**src/rtl/acc_pkg.sv**
```systemverilog
// acc_pkg: state type, address map and register bit positions for the accelerator sequencer
package acc_pkg;
    typedef enum logic [1:0] {IDLE, RUN, DONE} acc_state_e;
    localparam logic [11:0] CTRL_ADDR   = 12'h000;
    localparam logic [11:0] STATUS_ADDR = 12'h001;
    localparam logic [11:0] A_BASE      = 12'h400;
    localparam logic [11:0] B_BASE      = 12'h800;
    localparam logic [11:0] C_BASE      = 12'hC00;
    localparam int ST_BUSY = 0, ST_DONE = 1, ST_TMO = 2, ST_ERR = 3, ST_CNT = 16;
    localparam int CTRL_START = 0, CTRL_CLEAR = 1;
endpackage

```
**src/rtl/acc_seq_ctrl_if.sv**
```systemverilog
// acc_seq_ctrl_if: word bus between a host and the accelerator sequencer
interface acc_seq_ctrl_if #(parameter int ADDR_W = 12);
    logic              bus_req;
    logic              bus_we;
    logic [ADDR_W-1:0] bus_addr;
    logic [31:0]       bus_wdata;
    logic              bus_gnt;
    logic              bus_rvalid;
    logic [31:0]       bus_rdata;
    modport master (output bus_req, bus_we, bus_addr, bus_wdata, input bus_gnt, bus_rvalid, bus_rdata);
    modport slave  (input bus_req, bus_we, bus_addr, bus_wdata, output bus_gnt, bus_rvalid, bus_rdata);
endinterface

```
**src/rtl/acc_run_timer.sv**
```systemverilog
// acc_run_timer: counts RUN cycles (saturating at 16 bits) and flags the cycle that hits TIMEOUT
module acc_run_timer #(
    parameter int TIMEOUT = 65535
) (
    input  logic        clk,
    input  logic        rst,
    input  logic        clr,
    input  logic        en,
    output logic        tmo,
    output logic [15:0] count
);
    // count holds completed cycles, so the current RUN cycle number is count+1
    assign tmo = en && ({1'b0, count} + 17'd1 >= 17'(TIMEOUT));
    always_ff @(posedge clk)
        if (rst || clr) count <= '0;
        else if (en && count != 16'hFFFF) count <= count + 16'd1;
endmodule

```
**src/rtl/acc_seq_ctrl.sv**
```systemverilog
// acc_seq_ctrl: bus decode, operand/result buffer strobes and IDLE/RUN/DONE run handshake
module acc_seq_ctrl
    import acc_pkg::*;
#(
    parameter int N_ELEM  = 1024,
    parameter int ADDR_W  = 12,
    parameter int TIMEOUT = 65535,
    localparam int IDX_W  = $clog2(N_ELEM)
) (
    input  logic             clk,
    input  logic             rst,
    acc_seq_ctrl_if.slave    bus,
    output logic             buf_a_we,
    output logic             buf_b_we,
    output logic             buf_c_re,
    output logic [IDX_W-1:0] buf_idx,
    output logic [7:0]       buf_wdata,
    input  logic [7:0]       buf_c_rdata,
    output logic             acc_start,
    input  logic             acc_done,
    output logic             irq
);
    acc_state_e  state, state_n;
    logic        done, tmo, err, done_n, tmo_n, err_n, c_pend, t_tmo, hit;
    logic        rd, wr, ctrl_wr, running, go, wipe, c_rd, ab_wr;
    logic [1:0]  rgn;
    logic [15:0] cnt;
    logic [31:0] status, rdata_q;

    assign bus.bus_gnt   = bus.bus_req;
    assign rgn           = bus.bus_addr[ADDR_W-1 -: 2];
    assign rd            = bus.bus_req && !bus.bus_we;
    assign wr            = bus.bus_req && bus.bus_we;
    assign ctrl_wr       = wr && bus.bus_addr == CTRL_ADDR;
    assign running       = state == RUN;
    assign go            = ctrl_wr && bus.bus_wdata[CTRL_START] && !bus.bus_wdata[CTRL_CLEAR] && !running;
    assign wipe          = ctrl_wr && bus.bus_wdata[CTRL_CLEAR] && !running;
    assign c_rd          = rd && rgn == C_BASE[11:10];
    assign ab_wr         = wr && (rgn == A_BASE[11:10] || rgn == B_BASE[11:10]);
    assign buf_a_we      = wr && rgn == A_BASE[11:10] && !running;
    assign buf_b_we      = wr && rgn == B_BASE[11:10] && !running;
    assign buf_c_re      = c_rd && state == DONE;
    assign buf_idx       = bus.bus_addr[IDX_W-1:0];
    assign buf_wdata     = bus.bus_wdata[7:0];
    assign hit           = running && (acc_done || t_tmo);
    assign bus.bus_rdata = c_pend ? {24'd0, buf_c_rdata} : rdata_q;

    acc_run_timer #(.TIMEOUT(TIMEOUT)) u_timer (
        .clk(clk), .rst(rst), .clr(go || wipe), .en(running), .tmo(t_tmo), .count(cnt)
    );

    always_comb begin
        state_n = running ? (hit ? DONE : RUN) : wipe ? IDLE : go ? RUN : state;
        done_n  = (running && acc_done) || (done && !go && !wipe);
        tmo_n   = (running && t_tmo && !acc_done) || (tmo && !go && !wipe);
        // control writes and operand writes during a run, and C reads outside DONE, are refused
        err_n   = !wipe && (err || (running && ((ctrl_wr && (bus.bus_wdata[CTRL_START] || bus.bus_wdata[CTRL_CLEAR])) || ab_wr)) || (c_rd && !buf_c_re));
        status  = '0;
        status[ST_BUSY] = running;
        status[ST_DONE] = done;
        status[ST_TMO]  = tmo;
        status[ST_ERR]  = err;
        status[ST_CNT +: 16] = cnt;
    end

    always_ff @(posedge clk)
        if (rst) begin
            state <= IDLE;
            done <= 1'b0;
            tmo <= 1'b0;
            err <= 1'b0;
            acc_start <= 1'b0;
            irq <= 1'b0;
            bus.bus_rvalid <= 1'b0;
            c_pend <= 1'b0;
            rdata_q <= '0;
        end else begin
            state <= state_n;
            done <= done_n;
            tmo <= tmo_n;
            err <= err_n;
            acc_start <= go;
            irq <= hit;
            bus.bus_rvalid <= rd;
            c_pend <= buf_c_re;
            rdata_q <= (rd && bus.bus_addr == STATUS_ADDR) ? status : '0;
        end
endmodule
```
**src/flat_wrapper.sv**
```systemverilog
// flat-port wrapper written by rule: the top's interface ports become plain ports
module acc_seq_ctrl_flat import acc_pkg::*;
#(
    parameter int N_ELEM  = 1024,
    parameter int ADDR_W  = 12,
    parameter int TIMEOUT = 65535,
    localparam int IDX_W  = $clog2(N_ELEM)
)
  (clk, rst, buf_a_we, buf_b_we, buf_c_re, buf_idx, buf_wdata, buf_c_rdata, acc_start, acc_done, irq, bus_bus_req, bus_bus_we, bus_bus_addr, bus_bus_wdata, bus_bus_gnt, bus_bus_rvalid, bus_bus_rdata);
  acc_seq_ctrl_if #(.ADDR_W(ADDR_W)) bus_i ();
  input  logic clk;
  input  logic rst;
  output logic buf_a_we;
  output logic buf_b_we;
  output logic buf_c_re;
  output logic [IDX_W-1:0] buf_idx;
  output logic [7:0] buf_wdata;
  input  logic [7:0] buf_c_rdata;
  output logic acc_start;
  input  logic acc_done;
  output logic irq;
  input wire logic [$bits(bus_i.bus_req)-1:0] bus_bus_req;
  input wire logic [$bits(bus_i.bus_we)-1:0] bus_bus_we;
  input wire logic [$bits(bus_i.bus_addr)-1:0] bus_bus_addr;
  input wire logic [$bits(bus_i.bus_wdata)-1:0] bus_bus_wdata;
  output wire logic [$bits(bus_i.bus_gnt)-1:0] bus_bus_gnt;
  output wire logic [$bits(bus_i.bus_rvalid)-1:0] bus_bus_rvalid;
  output wire logic [$bits(bus_i.bus_rdata)-1:0] bus_bus_rdata;
  assign bus_i.bus_req = bus_bus_req;
  assign bus_i.bus_we = bus_bus_we;
  assign bus_i.bus_addr = bus_bus_addr;
  assign bus_i.bus_wdata = bus_bus_wdata;
  assign bus_bus_gnt = bus_i.bus_gnt;
  assign bus_bus_rvalid = bus_i.bus_rvalid;
  assign bus_bus_rdata = bus_i.bus_rdata;
  acc_seq_ctrl #(.N_ELEM(N_ELEM), .ADDR_W(ADDR_W), .TIMEOUT(TIMEOUT)) u_core (.clk(clk), .rst(rst), .bus(bus_i), .buf_a_we(buf_a_we), .buf_b_we(buf_b_we), .buf_c_re(buf_c_re), .buf_idx(buf_idx), .buf_wdata(buf_wdata), .buf_c_rdata(buf_c_rdata), .acc_start(acc_start), .acc_done(acc_done), .irq(irq));
endmodule
```
**config.mk**
```make
export PLATFORM = sky130hd
export DESIGN_NAME = acc_seq_ctrl_flat
export DESIGN_NICKNAME = d
export VERILOG_FILES = /design/src/rtl/acc_pkg.sv /design/src/rtl/acc_seq_ctrl_if.sv /design/src/rtl/acc_run_timer.sv /design/src/rtl/acc_seq_ctrl.sv /design/src/flat_wrapper.sv
export SDC_FILE = /design/constraint.sdc
export NUM_CORES = 1
export LEC_CHECK = 0
export CAP_MARGIN = 5
export CORE_AREA = 2 2 63 94
export CTS_BUF_LIST = sky130_fd_sc_hd__clkbuf_2
export DETAILED_ROUTE_END_ITERATION = 8
export DIE_AREA = 0 0 65 96
export PLACE_DENSITY = 0.85
export SYNTH_ARGS = -nofsm -noshare
export SYNTH_HDL_FRONTEND = slang
export SYNTH_SLANG_ARGS = --single-unit
```
**constraint.sdc**
```tcl
create_clock -name clk -period 3.4 [get_ports clk]
set_input_delay 0.51 -clock clk [delete_from_list [all_inputs] [get_ports clk]]
set_output_delay 0.51 -clock clk [all_outputs]
set_load 0.005 [all_outputs]
```
==> impl_metrics.py <==
metrics = {
    "timing": {
        "drv_slew": 0,
        "setup_tns_ns": 0,
        "postLayoutSetupSlackWorst_ns": 0.780,
        "finClkSkew_ns": 0.0217,
        "tightestPinTransition_ns": 0.707,
        "hold_viol": 0,
        "setup_viol": 0,
        "relSlewSlack": 0.528,
        "min_period_over_period": 0.771,
        "period_needed_ns": 2.62,
        "fmax_mhz": 382,
        "rsz0062_at_grt": "no",
    },
    "critical_path": {
        "critPathTopFamily": "buffers and inverters",
        "cp-start-kind": "input port",
        "crit_required_ns": 2.89,
        "cp-end-kind": "output pin",
        "cpPeakStageDelay_ns": 0.57,
        "cp_cell_sequence": "clkdlybuf4s50_1, nand2_1, nor2_1, and2_1, clkdlybuf4s50_1",
        "path_common_cell": "clkdlybuf4s50_1",
        "critPathKind": "in2out",
        "crit_fanout": 6,
        "slowest_stage": "clkdlybuf4s50_1",
        "cp_num_buf_inv": 2,
        "worstPathArrival_ns": 2.11,
    },
    "synthesis": {
        "synth_top_area_cell": "dfxtp_1",
        "synth_top_area_share": 0.373,
        "avgSynthCellArea_um2": 8.75,
        "synth-seq-cells": 45,
        "ys_types": 48,
        "synth-edff-count": 0,
        "seq_area_frac_synth": 0.373,
        "synth_area_leaders": "dfxtp_1, buf_4, and2_1, xnor2_1, nor2b_1",
        "synth_most_common_cell": "dfxtp_1",
        "synthesis.area_mm2": 0.00242,
        "ys_dominant_reg_cell": "dfxtp_1",
        "yosysWarnings": 0,
        "synth_common_cells": "dfxtp_1, buf_4, and2_1, nor2_1, nor2b_1",
        "netlist_instances": 276,
        "ys_async_sr_fraction": 0,
    },
    "final_layout": {
        "fillers": 514,
        "area_growth_pct": 26.4,
        "antennaDiodeCount": 0,
        "layout.nets": 385,
        "largest_register": "u_core.rdata_q",
        "largest_reg_flops": 20,
        "final_util": 0.565,
        "fin_cells": 393,
        "finalInstanceArea_mm2": 0.00305,
        "multi_input_area_mm2": 0.00126,
        "top_regs": "u_core.rdata_q x20, u_core.u_timer.count x16, u_core.state x2",
        "regArea_um2": 901,
        "layout-drive-gt1-share": 0.0712,
    },
    "detailed_routing": {
        "drtAntennaViolNets": 0,
        "drc": 0,
        "drt_iter0_drc": 67,
        "wirelength_um": 5120,
        "avgRoutedWirePerCell_um": 13.0,
        "vias": 1998,
        "firstDrtPassIters": 4,
        "via_per_inst": 5.08,
    },
    "die": {
        "die_y_um": 96,
        "core_mm2": 0.00541,
        "die_w_um": 65,
        "ios": 114,
        "initial_core_util": 0.447,
        "rows": 33,
        "die_area_mm2": 0.00624,
    },
    "grt": {
        "grt_pass1_wl_um": 8370,
        "antenna_found_initial": 0,
        "grt_overflow": 0,
        "grt_max_degree": 25,
        "grt_pass1_vias": 1822,
        "track_usage": 0.170,
    },
    "cts": {
        "cts_setup_buffers": 0,
        "cts_max_level": 2,
        "root_buffer": "clkbuf_2",
        "cts_buffers": 5,
        "holdBufCountCts": 0,
        "ctsResizeCount": 0,
        "cts_tree": "built",
        "clock-sinks": 45,
        "clock_path_buffers": 2,
        "clk_pin_slew_ns": 0.24,
        "clk_latency_ns": 0.43,
    },
    "worst_hold_path": {
        "min_path_type": "reg2reg",
    },
    "job": {
        "maxCapViolations": 0,
    },
    "placed_design": {
        "port_buffers": 69,
        "hpwl_um": 3990,
        "routabilityCongestion": 0.873,
        "place_inst": 385,
        "dpl_cell_area_mm2": 0.00298,
        "pre_cts_ws_ns": 0.709,
    },
    "power_and_ir_drop": {
        "leakage_nw": 1.14,
        "power.density_mw_per_mm2": 297,
        "ir_drop_mv": 0.177,
    },
    "run_status": {
        "status": "completed",
    },
}
[final cells by class]
type | instances | area share
clock buffer | 5 | 0.00819
clock inverter | 3 | 0.0152
inverter | 8 | 0.00983
multi-input combinational | 191 | 0.412
sequential | 45 | 0.295
tap | 70 | 0.0287
timing repair buffer | 71 | 0.231
[worst paths after layout]
path	depth (start not counted)	startpoint	end	slack, ns
hold reg to reg	2	u_core.done	u_core.done	0.51
setup / recovery	5	bus_bus_req	buf_a_we	0.78
hold / removal	2	u_core.done	u_core.done	0.51
setup reg to reg	7	u_core.u_timer.count[1]	u_core.u_timer.count[5]	1.00
[cell usage in the layout, fill, tap and decap left out, types with 2 or more instances in the layout]
cell,n
xnor2_1,13
nor2_1,22
nand4_1,3
a21o_1,3
clkbuf_2,5
nor2b_1,17
nand3_1,12
or3_1,3
buf_4,2
and2_1,22
nor4b_2,2
nand2_1,14
mux2_2,4
inv_1,8
o21a_1,2
nand2b_1,2
clkdlybuf4s50_1,69
o21ai_0,5
nor3_1,15
dfxtp_1,45
nor4_1,2
a21oi_1,9
and3_1,2
and4_1,2
conb_1,8
ha_1,6
and3b_1,2
[worst reg2reg max path, cell delays in order (launching register included)]
cell     delay (ns)
dfxtp_1        0.52
ha_1           0.38
nand3_1        0.24
o41ai_2        0.67
buf_4          0.27
nor3_1         0.07
xnor2_1        0.13
nor2_1         0.05
[where the power goes]
part / internal [W] / switching, W / leakage, nW
logic: 0.0000467 / 0.0000276 / 0.734
registers: 0.000530 / 0.000000360 / 0.362
clock network: 0.000125 / 0.000177 / 0.0392
[metal layers]
metal | share of wire | vias up | GRT usage
met4 | 0.017 | 0 | 0.0603
li1 | - | 990 | -
met5 | 0 | - | 0
met2 | 0.53 | 58 | 0.323
met3 | 0.051 | 9 | 0.0257
met1 | 0.40 | 941 | 0.188
[metrics by stage]
step | hold WS (ns) | total power, W
CTS | 0.508 | 0.000913
global placement | 0.446 | 0.000613
global route | 0.524 | 0.000940
detailed placement | 0.457 | 0.000614
floorplan | 0.419 | 0.000581
finish | 0.508 | 0.000906
[kinds of logic (layout without fill, tap and decap cells)]
group           after synthesis  in the layout  share of synthesized area
mux                           5              5                     0.0228
xor+xnor                     14             14                     0.0508
fa+ha+maj                     6              6                     0.0311
flops                        45             45                      0.373
other cells                   1              8                    0.00155
buf+inv                      47             87                      0.117
simple gates                131            131                      0.322
compound gates               27             27                     0.0818
(Power assumes the default switching activity.)
